File: src/rtl/calc_controller_pkg.sv
// Shared definitions for the calculator controller: keypad codes, ALU ops, FSM states.
package calc_controller_pkg;

  localparam logic [3:0] KEY_ADD = 4'd10;
  localparam logic [3:0] KEY_SUB = 4'd11;
  localparam logic [3:0] KEY_MUL = 4'd12;
  localparam logic [3:0] KEY_DIV = 4'd13;
  localparam logic [3:0] KEY_EQU = 4'd14;
  localparam logic [3:0] KEY_CLR = 4'd15;

  typedef enum logic [1:0] {
    OP_ADD = 2'd0,
    OP_SUB = 2'd1,
    OP_MUL = 2'd2,
    OP_DIV = 2'd3
  } alu_op_e;

  typedef enum logic [2:0] {
    ST_ENTER_A = 3'd0,
    ST_OP_WAIT = 3'd1,
    ST_ENTER_B = 3'd2,
    ST_EXEC    = 3'd3,
    ST_RESULT  = 3'd4,
    ST_ERROR   = 3'd5
  } state_e;

  // Keypad code classification helpers
  function automatic logic is_digit(input logic [3:0] k);
    return k <= 4'd9;
  endfunction

  function automatic logic is_oper(input logic [3:0] k);
    return (k >= KEY_ADD) && (k <= KEY_DIV);
  endfunction

  // Operator keys are contiguous and in the same order as the ALU op codes
  function automatic alu_op_e key_to_op(input logic [3:0] k);
    return alu_op_e'(2'(k - KEY_ADD));
  endfunction

endpackage

File: src/rtl/calc_controller_if.sv
// Start/done handshake between the calculator controller and the arithmetic unit.
interface calc_controller_if #(
  parameter int unsigned WIDTH = 16
);
  import calc_controller_pkg::*;

  logic             alu_start;
  alu_op_e          alu_op;
  logic [WIDTH-1:0] alu_a;
  logic [WIDTH-1:0] alu_b;
  logic             alu_done;
  logic [WIDTH-1:0] alu_result;
  logic             alu_err;

  modport master (
    output alu_start, alu_op, alu_a, alu_b,
    input  alu_done, alu_result, alu_err
  );

  modport slave (
    input  alu_start, alu_op, alu_a, alu_b,
    output alu_done, alu_result, alu_err
  );
endinterface

File: src/rtl/calc_controller_key_sync.sv
// Keypad strobe synchronizer with rising-edge detect; one event per press.
module calc_controller_key_sync (
  input  logic       clk,
  input  logic       rst,
  input  logic [3:0] key_code,
  input  logic       key_press,
  output logic       key_valid_c,
  output logic [3:0] key_code_q
);

  logic sync1_q;
  logic sync2_q;
  logic sync3_q;

  // Synchronizer chain; code is latched as the strobe leaves the first flop
  always_ff @(posedge clk) begin
    if (rst) begin
      sync1_q    <= 1'b0;
      sync2_q    <= 1'b0;
      sync3_q    <= 1'b0;
      key_code_q <= 4'd0;
    end else begin
      sync1_q <= key_press;
      sync2_q <= sync1_q;
      sync3_q <= sync2_q;
      if (sync1_q && !sync2_q) begin
        key_code_q <= key_code;
      end
    end
  end

  // Edge detect on the settled stage only
  always_comb begin
    key_valid_c = sync2_q && !sync3_q;
  end

endmodule

File: src/rtl/calc_controller.sv
// Calculator sequencing FSM: assembles operands/operator and drives the ALU handshake.
module calc_controller
  import calc_controller_pkg::*;
#(
  parameter int unsigned WIDTH      = 16,
  parameter int unsigned MAX_DIGITS = 4
) (
  input  logic              clk,
  input  logic              rst,
  input  logic [3:0]        key_code,
  input  logic              key_press,
  calc_controller_if.master alu,
  output logic [WIDTH-1:0]  disp_value,
  output logic              disp_err,
  output logic              busy,
  output logic              key_drop
);

  localparam int unsigned CNT_W = $clog2(MAX_DIGITS + 1);

  logic             key_valid_c;
  logic [3:0]       key_evt;
  logic [WIDTH-1:0] digit_val;

  state_e           state_q, state_d;
  logic [WIDTH-1:0] a_q, a_d;
  logic [WIDTH-1:0] b_q, b_d;
  alu_op_e          op_q, op_d;
  alu_op_e          next_op_q, next_op_d;
  logic             chain_q, chain_d;
  logic             clr_pend_q, clr_pend_d;
  logic [CNT_W-1:0] cnt_a_q, cnt_a_d;
  logic [CNT_W-1:0] cnt_b_q, cnt_b_d;
  logic             clr_now;

  logic             start_d;
  alu_op_e          alu_op_d;
  logic [WIDTH-1:0] alu_a_d;
  logic [WIDTH-1:0] alu_b_d;
  logic [WIDTH-1:0] disp_d;
  logic             disp_err_d;
  logic             busy_d;
  logic             drop_d;

  calc_controller_key_sync u_key_sync (
    .clk        (clk),
    .rst        (rst),
    .key_code   (key_code),
    .key_press  (key_press),
    .key_valid_c(key_valid_c),
    .key_code_q (key_evt)
  );

  assign digit_val = WIDTH'(key_evt);

  // State, operand and registered output storage
  always_ff @(posedge clk) begin
    if (rst) begin
      state_q        <= ST_ENTER_A;
      a_q            <= '0;
      b_q            <= '0;
      op_q           <= OP_ADD;
      next_op_q      <= OP_ADD;
      chain_q        <= 1'b0;
      clr_pend_q     <= 1'b0;
      cnt_a_q        <= '0;
      cnt_b_q        <= '0;
      alu.alu_start  <= 1'b0;
      alu.alu_op     <= OP_ADD;
      alu.alu_a      <= '0;
      alu.alu_b      <= '0;
      disp_value     <= '0;
      disp_err       <= 1'b0;
      busy           <= 1'b0;
      key_drop       <= 1'b0;
    end else begin
      state_q        <= state_d;
      a_q            <= a_d;
      b_q            <= b_d;
      op_q           <= op_d;
      next_op_q      <= next_op_d;
      chain_q        <= chain_d;
      clr_pend_q     <= clr_pend_d;
      cnt_a_q        <= cnt_a_d;
      cnt_b_q        <= cnt_b_d;
      alu.alu_start  <= start_d;
      alu.alu_op     <= alu_op_d;
      alu.alu_a      <= alu_a_d;
      alu.alu_b      <= alu_b_d;
      disp_value     <= disp_d;
      disp_err       <= disp_err_d;
      busy           <= busy_d;
      key_drop       <= drop_d;
    end
  end

  // Completion first, then the key event against the post-completion state
  always_comb begin
    state_d    = state_q;
    a_d        = a_q;
    b_d        = b_q;
    op_d       = op_q;
    next_op_d  = next_op_q;
    chain_d    = chain_q;
    clr_pend_d = clr_pend_q;
    cnt_a_d    = cnt_a_q;
    cnt_b_d    = cnt_b_q;
    clr_now    = 1'b0;
    start_d    = 1'b0;
    alu_op_d   = alu.alu_op;
    alu_a_d    = alu.alu_a;
    alu_b_d    = alu.alu_b;
    drop_d     = 1'b0;
    disp_d     = disp_value;

    if ((state_q == ST_EXEC) && alu.alu_done) begin
      chain_d    = 1'b0;
      clr_pend_d = 1'b0;
      if (clr_pend_q) begin
        clr_now = 1'b1;
      end else if (alu.alu_err) begin
        state_d = ST_ERROR;
      end else begin
        a_d = alu.alu_result;
        if (chain_q) begin
          op_d    = next_op_q;
          state_d = ST_OP_WAIT;
        end else begin
          state_d = ST_RESULT;
        end
      end
    end

    if (key_valid_c) begin
      if (key_evt == KEY_CLR) begin
        if (state_d == ST_EXEC) begin
          clr_pend_d = 1'b1;
        end else begin
          clr_now = 1'b1;
        end
      end else begin
        unique case (state_d)
          ST_ENTER_A: begin
            if (is_digit(key_evt)) begin
              if (cnt_a_d < CNT_W'(MAX_DIGITS)) begin
                a_d     = a_d * WIDTH'(10) + digit_val;
                cnt_a_d = cnt_a_d + CNT_W'(1);
              end else begin
                drop_d = 1'b1;
              end
            end else if (is_oper(key_evt)) begin
              op_d    = key_to_op(key_evt);
              state_d = ST_OP_WAIT;
            end
          end
          ST_OP_WAIT: begin
            if (is_digit(key_evt)) begin
              b_d     = digit_val;
              cnt_b_d = CNT_W'(1);
              state_d = ST_ENTER_B;
            end else if (is_oper(key_evt)) begin
              op_d = key_to_op(key_evt);
            end
          end
          ST_ENTER_B: begin
            if (is_digit(key_evt)) begin
              if (cnt_b_d < CNT_W'(MAX_DIGITS)) begin
                b_d     = b_d * WIDTH'(10) + digit_val;
                cnt_b_d = cnt_b_d + CNT_W'(1);
              end else begin
                drop_d = 1'b1;
              end
            end else begin
              start_d  = 1'b1;
              alu_op_d = op_d;
              alu_a_d  = a_d;
              alu_b_d  = b_d;
              state_d  = ST_EXEC;
              chain_d  = is_oper(key_evt);
              if (is_oper(key_evt)) begin
                next_op_d = key_to_op(key_evt);
              end
            end
          end
          ST_RESULT: begin
            if (is_digit(key_evt)) begin
              a_d     = digit_val;
              cnt_a_d = CNT_W'(1);
              state_d = ST_ENTER_A;
            end else if (is_oper(key_evt)) begin
              op_d    = key_to_op(key_evt);
              state_d = ST_OP_WAIT;
            end
          end
          ST_EXEC, ST_ERROR: begin
            drop_d = 1'b1;
          end
          default: begin
            state_d = ST_ENTER_A;
          end
        endcase
      end
    end

    if (clr_now) begin
      state_d    = ST_ENTER_A;
      a_d        = '0;
      b_d        = '0;
      op_d       = OP_ADD;
      next_op_d  = OP_ADD;
      chain_d    = 1'b0;
      clr_pend_d = 1'b0;
      cnt_a_d    = '0;
      cnt_b_d    = '0;
    end

    // Display follows the operand in view; EXEC and ERROR hold the last value
    if (clr_now) begin
      disp_d = '0;
    end else begin
      case (state_q)
        ST_ENTER_A, ST_OP_WAIT, ST_RESULT: disp_d = a_q;
        ST_ENTER_B:                        disp_d = b_q;
        default:                           disp_d = disp_value;
      endcase
    end

    busy_d     = (state_d == ST_EXEC);
    disp_err_d = (state_d == ST_ERROR);
  end

endmodule

File: src/flat_wrapper.sv
// flat-port wrapper written by rule: the top's interface ports become plain ports
module calc_controller_flat import calc_controller_pkg::*;
#(
  parameter int unsigned WIDTH      = 16,
  parameter int unsigned MAX_DIGITS = 4
)
  (clk, rst, key_code, key_press, disp_value, disp_err, busy, key_drop, alu_alu_start, alu_alu_op, alu_alu_a, alu_alu_b, alu_alu_done, alu_alu_result, alu_alu_err);
  calc_controller_if #(.WIDTH(WIDTH)) alu_i ();
  input  logic clk;
  input  logic rst;
  input  logic [3:0] key_code;
  input  logic key_press;
  output logic [WIDTH-1:0] disp_value;
  output logic disp_err;
  output logic busy;
  output logic key_drop;
  output wire logic [$bits(alu_i.alu_start)-1:0] alu_alu_start;
  output wire logic [$bits(alu_i.alu_op)-1:0] alu_alu_op;
  output wire logic [$bits(alu_i.alu_a)-1:0] alu_alu_a;
  output wire logic [$bits(alu_i.alu_b)-1:0] alu_alu_b;
  input wire logic [$bits(alu_i.alu_done)-1:0] alu_alu_done;
  input wire logic [$bits(alu_i.alu_result)-1:0] alu_alu_result;
  input wire logic [$bits(alu_i.alu_err)-1:0] alu_alu_err;
  assign alu_alu_start = alu_i.alu_start;
  assign alu_alu_op = alu_i.alu_op;
  assign alu_alu_a = alu_i.alu_a;
  assign alu_alu_b = alu_i.alu_b;
  assign alu_i.alu_done = alu_alu_done;
  assign alu_i.alu_result = alu_alu_result;
  assign alu_i.alu_err = alu_alu_err;
  calc_controller #(.WIDTH(WIDTH), .MAX_DIGITS(MAX_DIGITS)) u_core (.clk(clk), .rst(rst), .key_code(key_code), .key_press(key_press), .alu(alu_i), .disp_value(disp_value), .disp_err(disp_err), .busy(busy), .key_drop(key_drop));
endmodule
File: config.mk
export PLATFORM = sky130hd
export DESIGN_NAME = calc_controller_flat
export DESIGN_NICKNAME = d
export VERILOG_FILES = /design/src/rtl/calc_controller_pkg.sv /design/src/rtl/calc_controller_if.sv /design/src/rtl/calc_controller_key_sync.sv /design/src/rtl/calc_controller.sv /design/src/flat_wrapper.sv
export SDC_FILE = /design/constraint.sdc
export NUM_CORES = 1
export LEC_CHECK = 0
export ABC_AREA = 1
export CORE_UTILIZATION = 30
export CTS_CLUSTER_DIAMETER = 50
export DETAILED_ROUTE_END_ITERATION = 8
export PLACE_DENSITY = 0.53
export SKIP_LAST_GASP = 1
export SYNTH_ARGS = -nofsm -noshare
export SYNTH_HDL_FRONTEND = slang
export SYNTH_SLANG_ARGS = --single-unit
File: constraint.sdc
create_clock -name clk -period 3.6 [get_ports clk]
set_clock_uncertainty 0.2 [all_clocks]
set_input_delay 0.54 -clock clk [delete_from_list [all_inputs] [get_ports clk]]
set_output_delay 0.54 -clock clk [all_outputs]
set_load 0.005 [all_outputs]
==> results.toml <==
[worst_setup_path]
startpoint = "alu_alu_done"
crit_path_end = "u_core.a_q[15]"
worstReg2RegEnd = "u_core.a_q[15]"
cp.required_ns = 3.70
critPathKind = "in -> reg"
worstPathArrival_ns = 3.44
cp-end-kind = "flop"
path_max_fanout = 6
rr_startpoint = "u_core.state_q[2]"
reg2regPathDepth = 25
cp-start-kind = "input pin"
ff2ff_setup_slack_ns = 0.27

[clock_tree]
clockRootBuffer = "clkbuf_16"
htreeDepth = 3
clk_latency_ns = 0.37
cts-buffers-inserted = 9
cts_buffer_depth = 2
cts.sinks = 108
clkTransAtPathRegs_ns = 0.07
hold_buffers = 0
cts_tree = "done"

[logic_synthesis]
ys_seq_area_frac = 0.317
synthDistinctLibCells = 45
synth_seq_cells = 108
synth_commonest_cells = "nand2_1 (214), nor2_1 (130), inv_1 (129), dfxtp_1 (108), a21oi_1 (76)"
synth_top_area_share = 0.317
synth_nets = 1090
async_flop_share = 0
synthCells = 1014
syn_area_sq_um = 6830
syn_avg_cell_area_sq_um = 6.74
yosysWarningCount = 0
synth_area_leader_cell = "dfxtp_1"
synth_edf_count = 0
yosys_most_used_dff = "dfxtp_1"
synth_area_leaders = "dfxtp_1 (32%), nand2_1 (12%), ha_1 (8.6%), nor2_1 (7.1%), inv_1 (7.1%)"
yosysMostFrequentCell = "nand2_1"

[power]
powerDensity_nw_per_um2 = 260
max-vdd-ir-drop_mv = 0.196
p_leak_uw = 0.00396

[final_layout]
antenna_cells = 0
syn2layout_area_growth_pct = 35.0
fillers = 2306
regArea_sq_um = 2160
drive_above_1_share = 0.187
multi_input_area_sq_um = 4400
nets = 1240

[sta]
whs_ns = 0.258
finalMaxSlewViolations = 0
post-route-period-util = 0.927
worst_slack_ns = 0.263
tns_ns = 0
hold_viol_final = 0
tightest_slew_ns = 0.564
timing.slew.headroom = 0.623
fin_crit_ns = 3.34
setup_viol = 0
fmax_mhz = 300

[grt]
grt_overflow_total = 0
antenna_found_initial = 0
grt_pass1_wl_um = 34700
grt_util_all_layers = 0.189
grt_pass1_vias = 6440
grt_max_degree = 41

[drt]
firstDrtPassIters = 5
wl_per_cell_um = 15.2
vias_per_cell = 4.83
ant_nets = 0
drt_iter0_drc = 403
wl_um = 22000
drcViolationCount = 0
route.vias.total = 7002

[run]
max-cap-violations = 0

[floorplan]
die-area_sq_um = 23400
die_w_um = 153
die_h_um = 153
core_area_sq_um = 22100
rows = 54
start_util = 0.309
io_pins = 79

[placement]
portBuffers = 78
post-dp-hpwl_um = 16600
pre_cts_slack_ns = -0.720
gp_congestion = 0.868

[hold_path]
holdCritPathClass = "reg -> reg"

[outcome]
outcome = "finished, final reports clean"
==> sequential cells by signal, indices dropped and copies added, names as in the netlist, 3 cells and up <==
name	flops
u_core.disp_value	16
u_core.alu.alu_a	16
u_core.u_key_sync.key_code_q	4
u_core.alu.alu_b	16
u_core.cnt_a_q	3
u_core.b_q	16
u_core.state_q	3
u_core.a_q	16
u_core.cnt_b_q	3
==> layout make-up <==
class                   instances  share of cell area
flip-flops and latches        108               0.234
clock buffers                  11              0.0263
clock inverters                 5             0.00651
inverters                     138              0.0569
repair buffers                165               0.161
well taps                     280              0.0380
multi-input cells             742               0.477
==> cell families after synthesis <==
group,Yosys count,synth area share
flops,108,0.317
xor+xnor,11,0.0141
buf+inv,165,0.0953
compound gates,205,0.175
simple gates,473,0.300
fa+ha+maj,51,0.0978
mux,1,0.00147
==> through the flow <==
| step | area, sq um | utilization | cells | total power [uW] |
|---|---|---|---|---|
| after global placement | 8390 | 0.380 | 1417 | 1370 |
| after floorplan | 6830 | - | 1014 | 1300 |
| after global routing | 9220 | 0.417 | 1449 | 2490 |
| final | 9220 | 0.417 | 1449 | 2400 |
| after detailed placement | 8390 | 0.380 | 1417 | 1370 |
| after CTS | 8920 | 0.404 | 1439 | 2420 |
==> cells in the final DEF, fill, tap and decap left out, types with 5 or more instances in the layout <==
| cell | netlist | routed |
|---|---|---|
| a211oi_1 | 16 | 16 |
| a21oi_1 | 76 | 72 |
| a21oi_2 | 1 | 5 |
| a22oi_1 | 11 | 11 |
| a31oi_1 | 6 | 6 |
| buf_4 | 4 | 79 |
| buf_6 | 1 | 5 |
| clkbuf_16 | 0 | 9 |
| clkdlybuf4s50_1 | 0 | 76 |
| dfxtp_1 | 108 | 108 |
| ha_1 | 47 | 35 |
| ha_4 | 0 | 9 |
| inv_1 | 129 | 123 |
| inv_2 | 8 | 12 |
| nand2_1 | 214 | 197 |
| nand2_2 | 7 | 24 |
| nand3_1 | 71 | 63 |
| nand3_2 | 0 | 7 |
| nand4_1 | 16 | 16 |
| nor2_1 | 130 | 112 |
| nor2_2 | 5 | 19 |
| nor2_4 | 4 | 8 |
| nor3_1 | 7 | 7 |
| o21ai_0 | 71 | 61 |
| o21ai_1 | 2 | 8 |
| or2_2 | 8 | 8 |
| xor2_1 | 7 | 6 |
==> worst min path at each step <==
stage                                    from                         to  slack [ns]  cells past startpoint
CTS                         u_core.cnt_b_q[0]          u_core.cnt_b_q[0]        0.26                      1
global placement            u_core.cnt_b_q[0]          u_core.cnt_b_q[0]        0.25                      1
floorplan           u_core.u_key_sync.sync1_q  u_core.u_key_sync.sync2_q        0.21                      2
detailed placement          u_core.cnt_b_q[0]          u_core.cnt_b_q[0]        0.26                      1
finish                      u_core.cnt_b_q[0]          u_core.cnt_b_q[0]        0.26                      1
global route                u_core.cnt_b_q[0]          u_core.cnt_b_q[0]        0.28                      1
==> power by group <==
group          total [uW]  leakage, uW  switching [uW]  internal (uW)
clock network        1050     0.000146             483            562
logic                 145      0.00294            83.7           61.6
registers            1210     0.000871            8.58           1200
==> critical path, stage by stage <==
cell	delay, ns
dlygate4sd2_1	0.21
nand2_2	0.07
nor2_4	0.16
nand3_4	0.17
inv_4	0.13
buf_6	0.13
buf_4	0.11
o21a_4	0.16
inv_2	0.06
nor2_1	0.11
nor2_2	0.07
ha_4	0.27
buf_4	0.12
nand3_2	0.09
nand2_2	0.09
nand2_1	0.06
nand2_2	0.13
nand3_2	0.09
nor2_1	0.10
nand3_1	0.12
nor2_2	0.14
nand3_1	0.08
nand3_1	0.07
nand2_1	0.05
a21oi_1	0.11
==> per-layer routing <==
metal | global-route usage | vias up | share of wire
met5 | 0 | - | 0
met4 | 0.0572 | 0 | 0.016
met3 | 0.0250 | 20 | 0.033
met2 | 0.298 | 130 | 0.44
met1 | 0.266 | 3208 | 0.51
li1 | - | 3644 | -
==> timing repair <==
item	CTS	global route
setup buffers	5	10
gates resized for setup	46	56
pin swaps	16	24
cloned	1	0
setup endpoints to repair	7	8
Note: power is estimated with default switching activity, not from simulation.
